==> config.mk <==
export PLATFORM = sky130hd
export DESIGN_NAME = avalon_arbiter_2to1_flat
export DESIGN_NICKNAME = d
export VERILOG_FILES = /design/src/rtl/avalon_arbiter_2to1_if.sv /design/src/rtl/avalon_arbiter_2to1.sv /design/src/flat_wrapper.sv
export SDC_FILE = /design/constraint.sdc
export NUM_CORES = 1
export LEC_CHECK = 0
export CORE_AREA = 2 2 128 130
export DETAILED_ROUTE_END_ITERATION = 7
export DIE_AREA = 0 0 130 132
export PLACE_DENSITY = 0.5
export REMOVE_ABC_BUFFERS = 1
export SLEW_MARGIN = 20
export SYNTH_ARGS = -nofsm -noshare
export SYNTH_HDL_FRONTEND = slang
export SYNTH_SLANG_ARGS = --single-unit
==> constraint.sdc <==
create_clock -name clk -period 4.6 [get_ports clk]
set_input_delay 0.92 -clock clk [delete_from_list [all_inputs] [get_ports clk]]
set_output_delay 0.92 -clock clk [all_outputs]
set_load 0.02 [all_outputs]
==> src/rtl/avalon_arbiter_2to1_if.sv <==
// Avalon-MM bus bundle: 32-bit address/data, 4-bit byteenable,
// parameterised burstcount. The "host" side drives commands, the "agent" side answers.
interface avalon_if #(
    parameter int BURSTCOUNT_W = 4
);
    logic [31:0]             address;
    logic                    read;
    logic                    write;
    logic [31:0]             writedata;
    logic [3:0]              byteenable;
    logic [BURSTCOUNT_W-1:0] burstcount;
    logic                    waitrequest;
    logic [31:0]             readdata;
    logic                    readdatavalid;

    modport host (
        output address, read, write, writedata, byteenable, burstcount,
        input  waitrequest, readdata, readdatavalid
    );

    modport agent (
        input  address, read, write, writedata, byteenable, burstcount,
        output waitrequest, readdata, readdatavalid
    );
endinterface

==> src/rtl/avalon_arbiter_2to1.sv <==
// Two-host Avalon-MM arbiter with burst-atomic grants onto one shared agent.
// Compile-time option ARB_FIXED_PRIO_EN: host0 always wins on contention;
// left undefined, contention is resolved round-robin.
//
// state      | meaning
// -----------+-------------------------------------------------------
// ST_IDLE    | no owner, both hosts stalled, choose a winner
// ST_WR      | owner is transferring a write burst
// ST_RD_CMD  | owner's read command forwarded, waiting for acceptance
// ST_RD_DATA | read command issued once, counting returned beats
module avalon_arbiter_2to1 #(
    parameter int BURSTCOUNT_W = 4
) (
    input  logic    clk,
    input  logic    reset,
    avalon_if.agent host0,
    avalon_if.agent host1,
    avalon_if.host  mem
);
    localparam logic [1:0] ST_IDLE    = 2'd0;
    localparam logic [1:0] ST_WR      = 2'd1;
    localparam logic [1:0] ST_RD_CMD  = 2'd2;
    localparam logic [1:0] ST_RD_DATA = 2'd3;

    localparam logic [BURSTCOUNT_W-1:0] BC_ONE = {{(BURSTCOUNT_W-1){1'b0}}, 1'b1};

    logic [1:0]              state;
    logic                    gnt;
    logic [BURSTCOUNT_W-1:0] beat_cnt;
    logic [BURSTCOUNT_W-1:0] burst_len;

    logic                    req0, req1, any_req;
    logic                    win, win_write;
    logic [BURSTCOUNT_W-1:0] win_bc;
    logic                    granted, granted0, granted1;
    logic                    fwd_read, fwd_write, last_beat;

    logic [31:0]             g_address, g_writedata;
    logic [3:0]              g_byteenable;
    logic [BURSTCOUNT_W-1:0] g_burstcount;
    logic                    g_read, g_write;

    assign req0    = host0.read | host0.write;
    assign req1    = host1.read | host1.write;
    assign any_req = req0 | req1;

`ifdef ARB_FIXED_PRIO_EN
    assign win = ~req0;
`else
    logic last;

    // Remember the most recent winner; host1 preset so host0 goes first
    always_ff @(posedge clk) begin
        if (reset) begin
            last <= 1'b1;
        end else if ((state == ST_IDLE) && any_req) begin
            last <= win;
        end
    end

    assign win = (req0 & req1) ? ~last : req1;
`endif

    assign win_write = win ? host1.write      : host0.write;
    assign win_bc    = win ? host1.burstcount : host0.burstcount;

    assign g_address    = gnt ? host1.address    : host0.address;
    assign g_writedata  = gnt ? host1.writedata  : host0.writedata;
    assign g_byteenable = gnt ? host1.byteenable : host0.byteenable;
    assign g_burstcount = gnt ? host1.burstcount : host0.burstcount;
    assign g_read       = gnt ? host1.read       : host0.read;
    assign g_write      = gnt ? host1.write      : host0.write;

    assign granted  = (state != ST_IDLE);
    assign granted0 = granted & ~gnt;
    assign granted1 = granted &  gnt;

    // A read+write host is granted as a write, so read is only ever forwarded in ST_RD_CMD
    assign fwd_write = (state == ST_WR)     & g_write;
    assign fwd_read  = (state == ST_RD_CMD) & g_read;
    assign last_beat = (beat_cnt == (burst_len - BC_ONE));

    // Forward the owner's command downstream; everything reads as zero while idle
    always_comb begin
        mem.address    = '0;
        mem.writedata  = '0;
        mem.byteenable = '0;
        mem.burstcount = '0;
        if (granted) begin
            mem.address    = g_address;
            mem.writedata  = g_writedata;
            mem.byteenable = g_byteenable;
            mem.burstcount = g_burstcount;
        end
        mem.read  = fwd_read;
        mem.write = fwd_write;
    end

    assign host0.waitrequest   = granted0 ? mem.waitrequest : 1'b1;
    assign host1.waitrequest   = granted1 ? mem.waitrequest : 1'b1;
    assign host0.readdatavalid = granted0 & mem.readdatavalid;
    assign host1.readdatavalid = granted1 & mem.readdatavalid;
    assign host0.readdata      = mem.readdata;
    assign host1.readdata      = mem.readdata;

    // Grant sequencing and beat counting; one idle cycle always separates grants
    always_ff @(posedge clk) begin
        if (reset) begin
            state     <= ST_IDLE;
            gnt       <= 1'b0;
            beat_cnt  <= '0;
            burst_len <= '0;
        end else begin
            case (state)
                ST_IDLE: begin
                    if (any_req) begin
                        gnt       <= win;
                        burst_len <= (win_bc == '0) ? BC_ONE : win_bc;
                        beat_cnt  <= '0;
                        state     <= win_write ? ST_WR : ST_RD_CMD;
                    end
                end
                ST_WR: begin
                    if (fwd_write & ~mem.waitrequest) begin
                        if (last_beat) state <= ST_IDLE;
                        else           beat_cnt <= beat_cnt + BC_ONE;
                    end
                end
                ST_RD_CMD: begin
                    if (fwd_read & ~mem.waitrequest) state <= ST_RD_DATA;
                end
                default: begin
                    if (mem.readdatavalid) begin
                        if (last_beat) state <= ST_IDLE;
                        else           beat_cnt <= beat_cnt + BC_ONE;
                    end
                end
            endcase
        end
    end
endmodule

==> src/flat_wrapper.sv <==
// flat-port wrapper written by rule: the top's interface ports become plain ports
module avalon_arbiter_2to1_flat 
#(
    parameter int BURSTCOUNT_W = 4
)
  (clk, reset, host0_address, host0_read, host0_write, host0_writedata, host0_byteenable, host0_burstcount, host0_waitrequest, host0_readdata, host0_readdatavalid, host1_address, host1_read, host1_write, host1_writedata, host1_byteenable, host1_burstcount, host1_waitrequest, host1_readdata, host1_readdatavalid, mem_address, mem_read, mem_write, mem_writedata, mem_byteenable, mem_burstcount, mem_waitrequest, mem_readdata, mem_readdatavalid);
  avalon_if #(.BURSTCOUNT_W(BURSTCOUNT_W)) host0_i ();
  avalon_if #(.BURSTCOUNT_W(BURSTCOUNT_W)) host1_i ();
  avalon_if #(.BURSTCOUNT_W(BURSTCOUNT_W)) mem_i ();
  input  logic clk;
  input  logic reset;
  input wire logic [$bits(host0_i.address)-1:0] host0_address;
  input wire logic [$bits(host0_i.read)-1:0] host0_read;
  input wire logic [$bits(host0_i.write)-1:0] host0_write;
  input wire logic [$bits(host0_i.writedata)-1:0] host0_writedata;
  input wire logic [$bits(host0_i.byteenable)-1:0] host0_byteenable;
  input wire logic [$bits(host0_i.burstcount)-1:0] host0_burstcount;
  output wire logic [$bits(host0_i.waitrequest)-1:0] host0_waitrequest;
  output wire logic [$bits(host0_i.readdata)-1:0] host0_readdata;
  output wire logic [$bits(host0_i.readdatavalid)-1:0] host0_readdatavalid;
  input wire logic [$bits(host1_i.address)-1:0] host1_address;
  input wire logic [$bits(host1_i.read)-1:0] host1_read;
  input wire logic [$bits(host1_i.write)-1:0] host1_write;
  input wire logic [$bits(host1_i.writedata)-1:0] host1_writedata;
  input wire logic [$bits(host1_i.byteenable)-1:0] host1_byteenable;
  input wire logic [$bits(host1_i.burstcount)-1:0] host1_burstcount;
  output wire logic [$bits(host1_i.waitrequest)-1:0] host1_waitrequest;
  output wire logic [$bits(host1_i.readdata)-1:0] host1_readdata;
  output wire logic [$bits(host1_i.readdatavalid)-1:0] host1_readdatavalid;
  output wire logic [$bits(mem_i.address)-1:0] mem_address;
  output wire logic [$bits(mem_i.read)-1:0] mem_read;
  output wire logic [$bits(mem_i.write)-1:0] mem_write;
  output wire logic [$bits(mem_i.writedata)-1:0] mem_writedata;
  output wire logic [$bits(mem_i.byteenable)-1:0] mem_byteenable;
  output wire logic [$bits(mem_i.burstcount)-1:0] mem_burstcount;
  input wire logic [$bits(mem_i.waitrequest)-1:0] mem_waitrequest;
  input wire logic [$bits(mem_i.readdata)-1:0] mem_readdata;
  input wire logic [$bits(mem_i.readdatavalid)-1:0] mem_readdatavalid;
  assign host0_i.address = host0_address;
  assign host0_i.read = host0_read;
  assign host0_i.write = host0_write;
  assign host0_i.writedata = host0_writedata;
  assign host0_i.byteenable = host0_byteenable;
  assign host0_i.burstcount = host0_burstcount;
  assign host0_waitrequest = host0_i.waitrequest;
  assign host0_readdata = host0_i.readdata;
  assign host0_readdatavalid = host0_i.readdatavalid;
  assign host1_i.address = host1_address;
  assign host1_i.read = host1_read;
  assign host1_i.write = host1_write;
  assign host1_i.writedata = host1_writedata;
  assign host1_i.byteenable = host1_byteenable;
  assign host1_i.burstcount = host1_burstcount;
  assign host1_waitrequest = host1_i.waitrequest;
  assign host1_readdata = host1_i.readdata;
  assign host1_readdatavalid = host1_i.readdatavalid;
  assign mem_address = mem_i.address;
  assign mem_read = mem_i.read;
  assign mem_write = mem_i.write;
  assign mem_writedata = mem_i.writedata;
  assign mem_byteenable = mem_i.byteenable;
  assign mem_burstcount = mem_i.burstcount;
  assign mem_i.waitrequest = mem_waitrequest;
  assign mem_i.readdata = mem_readdata;
  assign mem_i.readdatavalid = mem_readdatavalid;
  avalon_arbiter_2to1 #(.BURSTCOUNT_W(BURSTCOUNT_W)) u_core (.clk(clk), .reset(reset), .host0(host0_i), .host1(host1_i), .mem(mem_i));
endmodule
======== Yosys cells after proc, flatten, opt, wreduce, memory -nomap -nowiden ========
Index checks and enable logic that the tools add are counted.
operators by class
  add/subtract/negate cells ............... 2
  eq/ne operators ......................... 6
  multiplexer cells ....................... 28
  bitwise operators ....................... 16
  reduce and logical (&&, ||, !) cells .... 9
operators by type and width
  operator                                             number
  2-to-1 mux 32 bit                                    4
  2-to-1 mux 4 bit                                     10
  2-to-1 mux 2 bit                                     6
  one-hot mux 4 bit (3 select lines)                   1
  bitwise AND 1 bit                                    9
  AND reduction 4 bit                                  2
  2-to-1 mux 1 bit                                     6
  one-hot mux 2 bit (3 select lines)                   1
  adder 4 x 1 -> 4 bit, second input constant          1
  equality test 4 bit                                  1
  logical NOT 4 bit                                    1
  != test 2 bit, second input constant                 2
  inverter 1 bit                                       4
  nonzero test 4 bit                                   1
  subtractor 4 x 1 -> 4 bit, second input constant     1
  OR 1 bit                                             3
  nonzero test 3 bit                                   1
  equality test 2 x 1 -> 1 bit, second input constant  1
  equality test 2 bit, second input constant           1
  logical NOT 2 bit                                    1
  != test 2 x 1 -> 1 bit, second input constant        1
  AND reduction 2 bit                                  1
  nonzero test 2 bit                                   1
  logical AND 1 bit                                    1
word-level totals
  register bits ........................... 12
  input bits .............................. 184
  word-level logic and storage cells ...... 66

======== Longest topological paths before layout ========
Gate-level depths: netlist (run 1).
  depth in word-level cells ............... 7
  gate-level depth with buffers ........... 7

======== Least setup slack after synthesis (run 1) ========
Ideal clock, no wire load.
  path type ............................... input-to-output
  start ................................... in host1_write
  end ..................................... out mem_write
  data arrival time ....................... 1494 ps
  path slack .............................. 2186 ps
  stages .................................. 2
  buffers on the path ..................... 0
  path through ............................ mux2i_1 -> nor3_1
on the way
  word-level cells in the longest chain between the ends .. 2
ends and longest elaborated chain
  item               RTL line                   text
  from (decl)        flat_wrapper.sv:23         input wire logic [$bits(host1_i.write)-1:0] host1_write;
  2-to-1 mux 1 bit   avalon_arbiter_2to1.sv:72  assign g_write = gnt ? host1.write : host0.write;
  bitwise AND 1 bit  avalon_arbiter_2to1.sv:79  assign fwd_write = (state == ST_WR) & g_write;
  to (decl)          flat_wrapper.sv:32         output wire logic [$bits(mem_i.write)-1:0] mem_write;
No other way between the ends.

======== Final worst setup path (run 1) ========
Same ends and word-level chain as after synthesis.

==> results of run 1 <==
-- synthesized netlist by cell type --
master / n / area, sq um
xnor2_1: 3 / 26.3
buf_2: 4 / 20.0
a21oi_1: 5 / 25.0
and3_1: 1 / 6.26
xor2_1: 2 / 17.5
xnor3_1: 1 / 22.5
dfxtp_1: 12 / 240
nor4_1: 1 / 6.26
o41ai_4: 1 / 27.5
nor3b_1: 1 / 7.51
inv_1: 4 / 15.0
ha_1: 2 / 25.0
o211ai_1: 1 / 7.51
or2_2: 1 / 6.26
o32ai_1: 1 / 8.76
mux2i_1: 76 / 761
a221oi_1: 1 / 8.76
o311ai_0: 1 / 8.76
o21bai_1: 1 / 7.51
nand3_1: 3 / 15.0
clkbuf_1: 12 / 45.0
nor3_1: 5 / 25.0
buf_1: 3 / 11.3
nand4b_1: 1 / 8.76
o21ai_1: 1 / 5.00
o32a_1: 1 / 10.0
nor2_2: 1 / 6.26
nand2_1: 6 / 22.5
mux2_2: 1 / 11.3
buf_4: 64 / 480
nor2_1: 85 / 319
a211o_1: 1 / 8.76
or3_1: 2 / 12.5
a22oi_1: 1 / 7.51
a211oi_1: 3 / 22.5
o31ai_1: 2 / 15.0
o21ai_0: 3 / 15.0
nand2b_1: 2 / 12.5
a21boi_1: 1 / 7.51
o31a_1: 1 / 8.76
nand3b_1: 1 / 7.51
-- per-stage QoR --
| step | TNS, ns | cell area [sq um] | cells | hold WS, ns |
|---|---|---|---|---|
| 2_1_floorplan | -0.0469 | 1770 | 236 | 0.466 |
| 3_3_place_gp | 0 | 4380 | 685 | 0.493 |
| 3_5_place_dp | 0 | 4380 | 685 | 0.494 |
| 4_1_cts | 0 | 4460 | 689 | 0.502 |
| 5_1_grt | 0 | 4460 | 689 | 0.541 |
| 6_report | 0 | 4460 | 689 | 0.504 |
-- report_power, final --
group	internal (W)	total, W	leakage (nW)	switching, W
Combinational	0.000362	0.000707	1.43	0.000345
Clock	0.000116	0.000160	0.0382	0.0000437
Sequential	0.000115	0.000137	0.0994	0.0000226
-- cells by family after synthesis --
family	share of synthesized area
muxes	0.332
adders and majority gates	0.0108
and+or+nand+nor	0.196
AOI/OAI and AO/OA	0.0834
buffers and inverters	0.246
DFF	0.103
xor gates and xnor gates	0.0285
-- worst paths after layout --
| path | cells after the start | start | end | slack [ns] |
|---|---|---|---|---|
| worst max-delay path | 4 | host1_write | mem_write | 1.17 |
| worst min-delay path | 2 | u_core.burst_len[0] | u_core.burst_len[0] | 0.50 |
| worst max register to register | 5 | u_core.gnt | u_core.beat_cnt[3] | 2.69 |
| worst min register to register | 2 | u_core.burst_len[0] | u_core.burst_len[0] | 0.50 |
-- worst min-delay path, stage by stage, from the launching register on --
cell     delay, ns
dfxtp_1       0.33
nand2_1       0.07
a21oi_1       0.05
-- flip-flops by register name, indices dropped and copies added (netlist names) --
signal,count
u_core.last,1
u_core.state,2
u_core.burst_len,4
u_core.beat_cnt,4
u_core.gnt,1
-- per-layer routing --
metal	share of wire	vias to the layer above	wire, microns
li1	-	1322	-
met2	0.42	252	6760
met5	0.0074	-	119
met3	0.21	16	3340
met4	0.024	4	389
met1	0.34	1227	5580
-- area by class of cell --
class | count | area [sq um]
inverters | 4 | 15.0
flip-flops and latches | 12 | 244
multi-input cells | 220 | 1520
repair buffers | 233 | 2330
well taps | 216 | 270
clock buffers | 4 | 78.8
fillers | 1676 | 11200
==> reports/metrics.cfg, run 1 <==
[synthesis]
ys_types=41
synth_area_sq_um=2320
yosys_warnings=0
ys_seq_area_frac=0.103
syn_area_per_cell_sq_um=7.29
synth_seq_cells=12
synth_cells=319

[run]
max_cap_viol_count=0

[global_route]
overflow=0
busiest_layer=met2
grt_use_met1=0.179
grt_antenna_before_repair=1
grt_max_degree=49
grt_pass1_wl_microns=21700
track_usage=0.179
grtUsageMet2=0.277
gr-usage-met3=0.151
grt_pass1_vias=3004

[layout]
final_common_cell=clkdlybuf4s50_1
final_util=0.284
diodes=0
nets=660
drive_gt1_frac=0.0275
syn2layout_area_growth_pct=92.0
final_cell_mix=clkdlybuf4s50_1, nor2_1, mux2i_1

[sta]
min_period_ns=3.43
rsz0062_at_grt=no
setup_slack_ns=1.17
worst_slew_pin_slew_ns=0.703
fmax_ghz=0.292
skew_ns=0.00449
layout_worst_path_cycle_share=0.745
setup_viol=0
hold_viol=0
max_slew_margin=0.528
final_max_slew_viol_count=0

[min_path]
hold_path.class=reg -> reg

[drt]
vias=2821
ant_nets=0
drc=0
wl_microns=16200
via_per_inst=4.09
wl_per_cell_microns=23.5
drt_iter0_markers=88
drt_first_pass_iters=4

[worst_setup_path]
crit_fanout=6
cp.arrival_ns=2.51
crit_chain=clkdlybuf4s50_1 -> mux2i_1 -> nor3_1 -> clkdlybuf4s50_1
path_class=in -> out
path_common_cell=clkdlybuf4s50_1
cp_slowest_cell=clkdlybuf4s50_1
start_kind=primary input
cp_top_family=buffers and inverters
crit_path_end_kind=primary output
max_stage_delay_ns=0.63
crit_buf_inv=2
required_ns=3.68

[clock_network]
clock_sinks=12
cts_resized=0
worstSkewPairLatency_ns=0.24
postCtsHoldBufs=0
clockBufferDepth=2
cts_buffers=3
h-tree-depth=1
root_buffer=clkbuf_16
post_cts_buffers=0
cts_tree=done
clk_pin_slew_worst_paths_ns=0.04

[run_status]
status=finished, final reports clean

[floorplanning]
die_area_sq_um=17200
start_util=0.148
io-pin-count=326
num_rows=46
die_h_microns=132
core_region_area_sq_um=15700
die_x_microns=130

[place]
io_buffers=229
preCtsSetupSlack_ns=1.19
routabilityCongestion=0.907
hpwl_microns=14700

[power]
p_per_area_nw_per_um2=225
vdd_drop_max_uv=90.7
p_leak_nw=1.57
power_w=0.00100

(Power assumes the default switching activity.)
==> run 2: changes to the inputs <==
--- a/config.mk
+++ b/config.mk
@@ -5,10 +5,10 @@
 export SDC_FILE = /design/constraint.sdc
 export NUM_CORES = 1
 export LEC_CHECK = 0
-export CORE_AREA = 2 2 128 130
+export CORE_AREA = 2 2 126 128
 export DETAILED_ROUTE_END_ITERATION = 7
-export DIE_AREA = 0 0 130 132
-export PLACE_DENSITY = 0.5
+export DIE_AREA = 0 0 128 130
+export PLACE_DENSITY = 0.51
 export REMOVE_ABC_BUFFERS = 1
 export SLEW_MARGIN = 20
 export SYNTH_ARGS = -nofsm -noshare
==> constraint.sdc (replaced) <==
create_clock -name clk -period 3.4 [get_ports clk]
set_input_delay 0.68 -clock clk [delete_from_list [all_inputs] [get_ports clk]]
set_output_delay 0.68 -clock clk [all_outputs]
set_load 0.02 [all_outputs]
==> reports/metrics.cfg, run 2 (synthesis results as in run 1) <==
[layout]
final_common_cell=clkdlybuf4s50_1
diodes=0  ; unchanged
top_regs=u_core.beat_cnt x4, u_core.burst_len x4, u_core.state x2
design_area_sq_um=4470  ; about the same
final_cell_mix=clkdlybuf4s50_1, nor2_1, mux2i_1
drive_gt1_frac=0.0357  ; +0.00823
syn2layout_area_growth_pct=92.1  ; about the same
nets=663  ; +0.45%

[power]
p_comb_frac=0.687  ; -0.017
seqPwrFrac=0.141  ; +0.004
p_int_w=0.000829  ; +40%
swShare=0.396  ; -0.0139
p_sw_w=0.000543  ; +32%
p_leak_nw=1.59  ; +1.5%
vdd_drop_max_uv=128  ; +41%
p_per_area_nw_per_um2=307  ; +37%
power_frac_clock=0.172  ; +0.013

[min_path]
hold_path.class=reg -> reg
hold_depth=2  ; unchanged

[floorplanning]
io-pin-count=326  ; unchanged
die_h_microns=130  ; -1.5%
die_area_sq_um=16600  ; -3.0%
start_util=0.151  ; +0.00276
core_region_area_sq_um=15400  ; -1.8%
num_rows=46  ; unchanged
die_x_microns=128  ; -1.5%

[drt]
ant_nets=0  ; unchanged
via_per_inst=4.35  ; +6.3%
wl_microns=15200  ; -5.8%
drc=0  ; unchanged
drt_iter0_markers=103  ; +17%
drt_first_pass_iters=4  ; unchanged
vias=2906  ; +3.0%
wl_per_cell_microns=22.8  ; -2.9%

[global_route]
grt_pass1_vias=3138  ; +4.5%
overflow=0  ; unchanged
grt_antenna_before_repair=0  ; -1
grt_max_degree=47  ; -4.1%
track_usage=0.175  ; -0.00353
grt_pass1_wl_microns=20900  ; -3.6%

[clock_network]
cts_resized=0  ; unchanged
clock_sinks=12  ; unchanged
root_buffer=clkbuf_16
h-tree-depth=1  ; unchanged
clk_pin_slew_worst_paths_ns=0.04  ; about the same
clockBufferDepth=2  ; unchanged
worstSkewPairLatency_ns=0.24  ; about the same
cts_tree=done
cts_buffers=3  ; unchanged
postCtsHoldBufs=0  ; unchanged
post_cts_buffers=0  ; unchanged

[sta]
fmax_ghz=0.343
min_period_ns=2.91
rsz0062_at_grt=no
skew_ns=0.00154  ; -0.00295 ns
final_max_slew_viol_count=0  ; unchanged
layout_worst_path_cycle_share=0.857
worst_slew_pin_slew_ns=0.662  ; -0.0419 ns
setup_viol=0  ; unchanged
hold_slack_ns=0.506  ; +0.00221 ns
hold_viol=0  ; unchanged
max_slew_margin=0.556  ; +0.0281

[worst_setup_path]
path_common_cell=clkdlybuf4s50_1
crit_fanout=5  ; -1
rrSetupSlack_ns=1.30  ; -1.39 ns
cp.arrival_ns=2.23  ; -0.28 ns
crit_chain=clkdlybuf4s50_1 -> mux2_2 -> nand2_1 -> nor2_1 -> clkdlybuf4s50_1
cp_slowest_cell=clkdlybuf4s50_1
crit_path_end_kind=primary output
path_class=in -> out
required_ns=2.72  ; -0.96 ns
start_kind=primary input
reg2reg_depth=5  ; unchanged
max_stage_delay_ns=0.61  ; -0.02 ns

[place]
hpwl_microns=13600  ; -7.2%
io_buffers=229  ; unchanged
routabilityCongestion=0.947  ; +4.3%
placed_area_sq_um=4380  ; -0.17%

[run_status]
status=finished, final reports clean

[run]
max_cap_viol_count=0  ; unchanged

[run 2: final timing paths]
| path | startpoint | to |
|---|---|---|
| worst max-delay path | host1_read | mem_read |
| worst min-delay path | u_core.beat_cnt[3] | u_core.beat_cnt[3] |
| worst max register to register | u_core.gnt | u_core.beat_cnt[3] |
| worst min register to register | u_core.beat_cnt[3] | u_core.beat_cnt[3] |
[run 2: power groups by stage]
stage          clock, W  combinational (W)  sequential [W]
6_report       0.000236           0.000943        0.000193
5_1_grt        0.000247            0.00102        0.000197
4_1_cts        0.000239           0.000956        0.000194
3_5_place_dp          0           0.000949        0.000196
3_3_place_gp          0           0.000947        0.000195
2_1_floorplan         0           0.000434        0.000202
[run 2: cell type report]
cell class              count  area, sq um
inverters                   4         15.0
multi-input cells         220         1520
clock buffers               4         88.8
flip-flops and latches     12          244
fillers                  1647        11000
well taps                 192          240
repair buffers            236         2360
[run 2: worst max-delay path, delay by kind of cell]
family | cells | cell delay (ns)
muxes | 1 | 0.19
buffers and inverters | 2 | 1.17
and+or+nand+nor | 2 | 0.18
[run 2: metal layers]
layer | global-route usage | up-vias | share of wire
li1 | - | 1342 | -
met1 | 0.161 | 1293 | 0.33
met2 | 0.288 | 251 | 0.43
met3 | 0.148 | 18 | 0.21
met4 | 0.0524 | 2 | 0.030
met5 | 0.0500 | - | 0.0064
[run 2: per-stage QoR]
stage	std cells	setup TNS (ns)	total power [W]	util	setup slack, ns
5_1_grt	668	0	0.00146	0.290	0.393
3_3_place_gp	664	0	0.00114	0.284	0.515
3_5_place_dp	664	0	0.00114	0.284	0.487
6_report	668	0	0.00137	0.290	0.486
2_1_floorplan	236	-48.64	0.000636	-	-1.01
4_1_cts	668	0	0.00139	0.290	0.478
==> run 3: changes to the inputs <==
--- a/config.mk
+++ b/config.mk
@@ -6,11 +6,12 @@
 export NUM_CORES = 1
 export LEC_CHECK = 0
 export CORE_AREA = 2 2 126 128
+export CTS_CLUSTER_DIAMETER = 50
 export DETAILED_ROUTE_END_ITERATION = 7
 export DIE_AREA = 0 0 128 130
 export PLACE_DENSITY = 0.51
 export REMOVE_ABC_BUFFERS = 1
-export SLEW_MARGIN = 20
+export SLEW_MARGIN = 0
 export SYNTH_ARGS = -nofsm -noshare
 export SYNTH_HDL_FRONTEND = slang
 export SYNTH_SLANG_ARGS = --single-unit
==> results of run 3 <==
No change in the layout: final DEF, timing and power equal those of run 2.
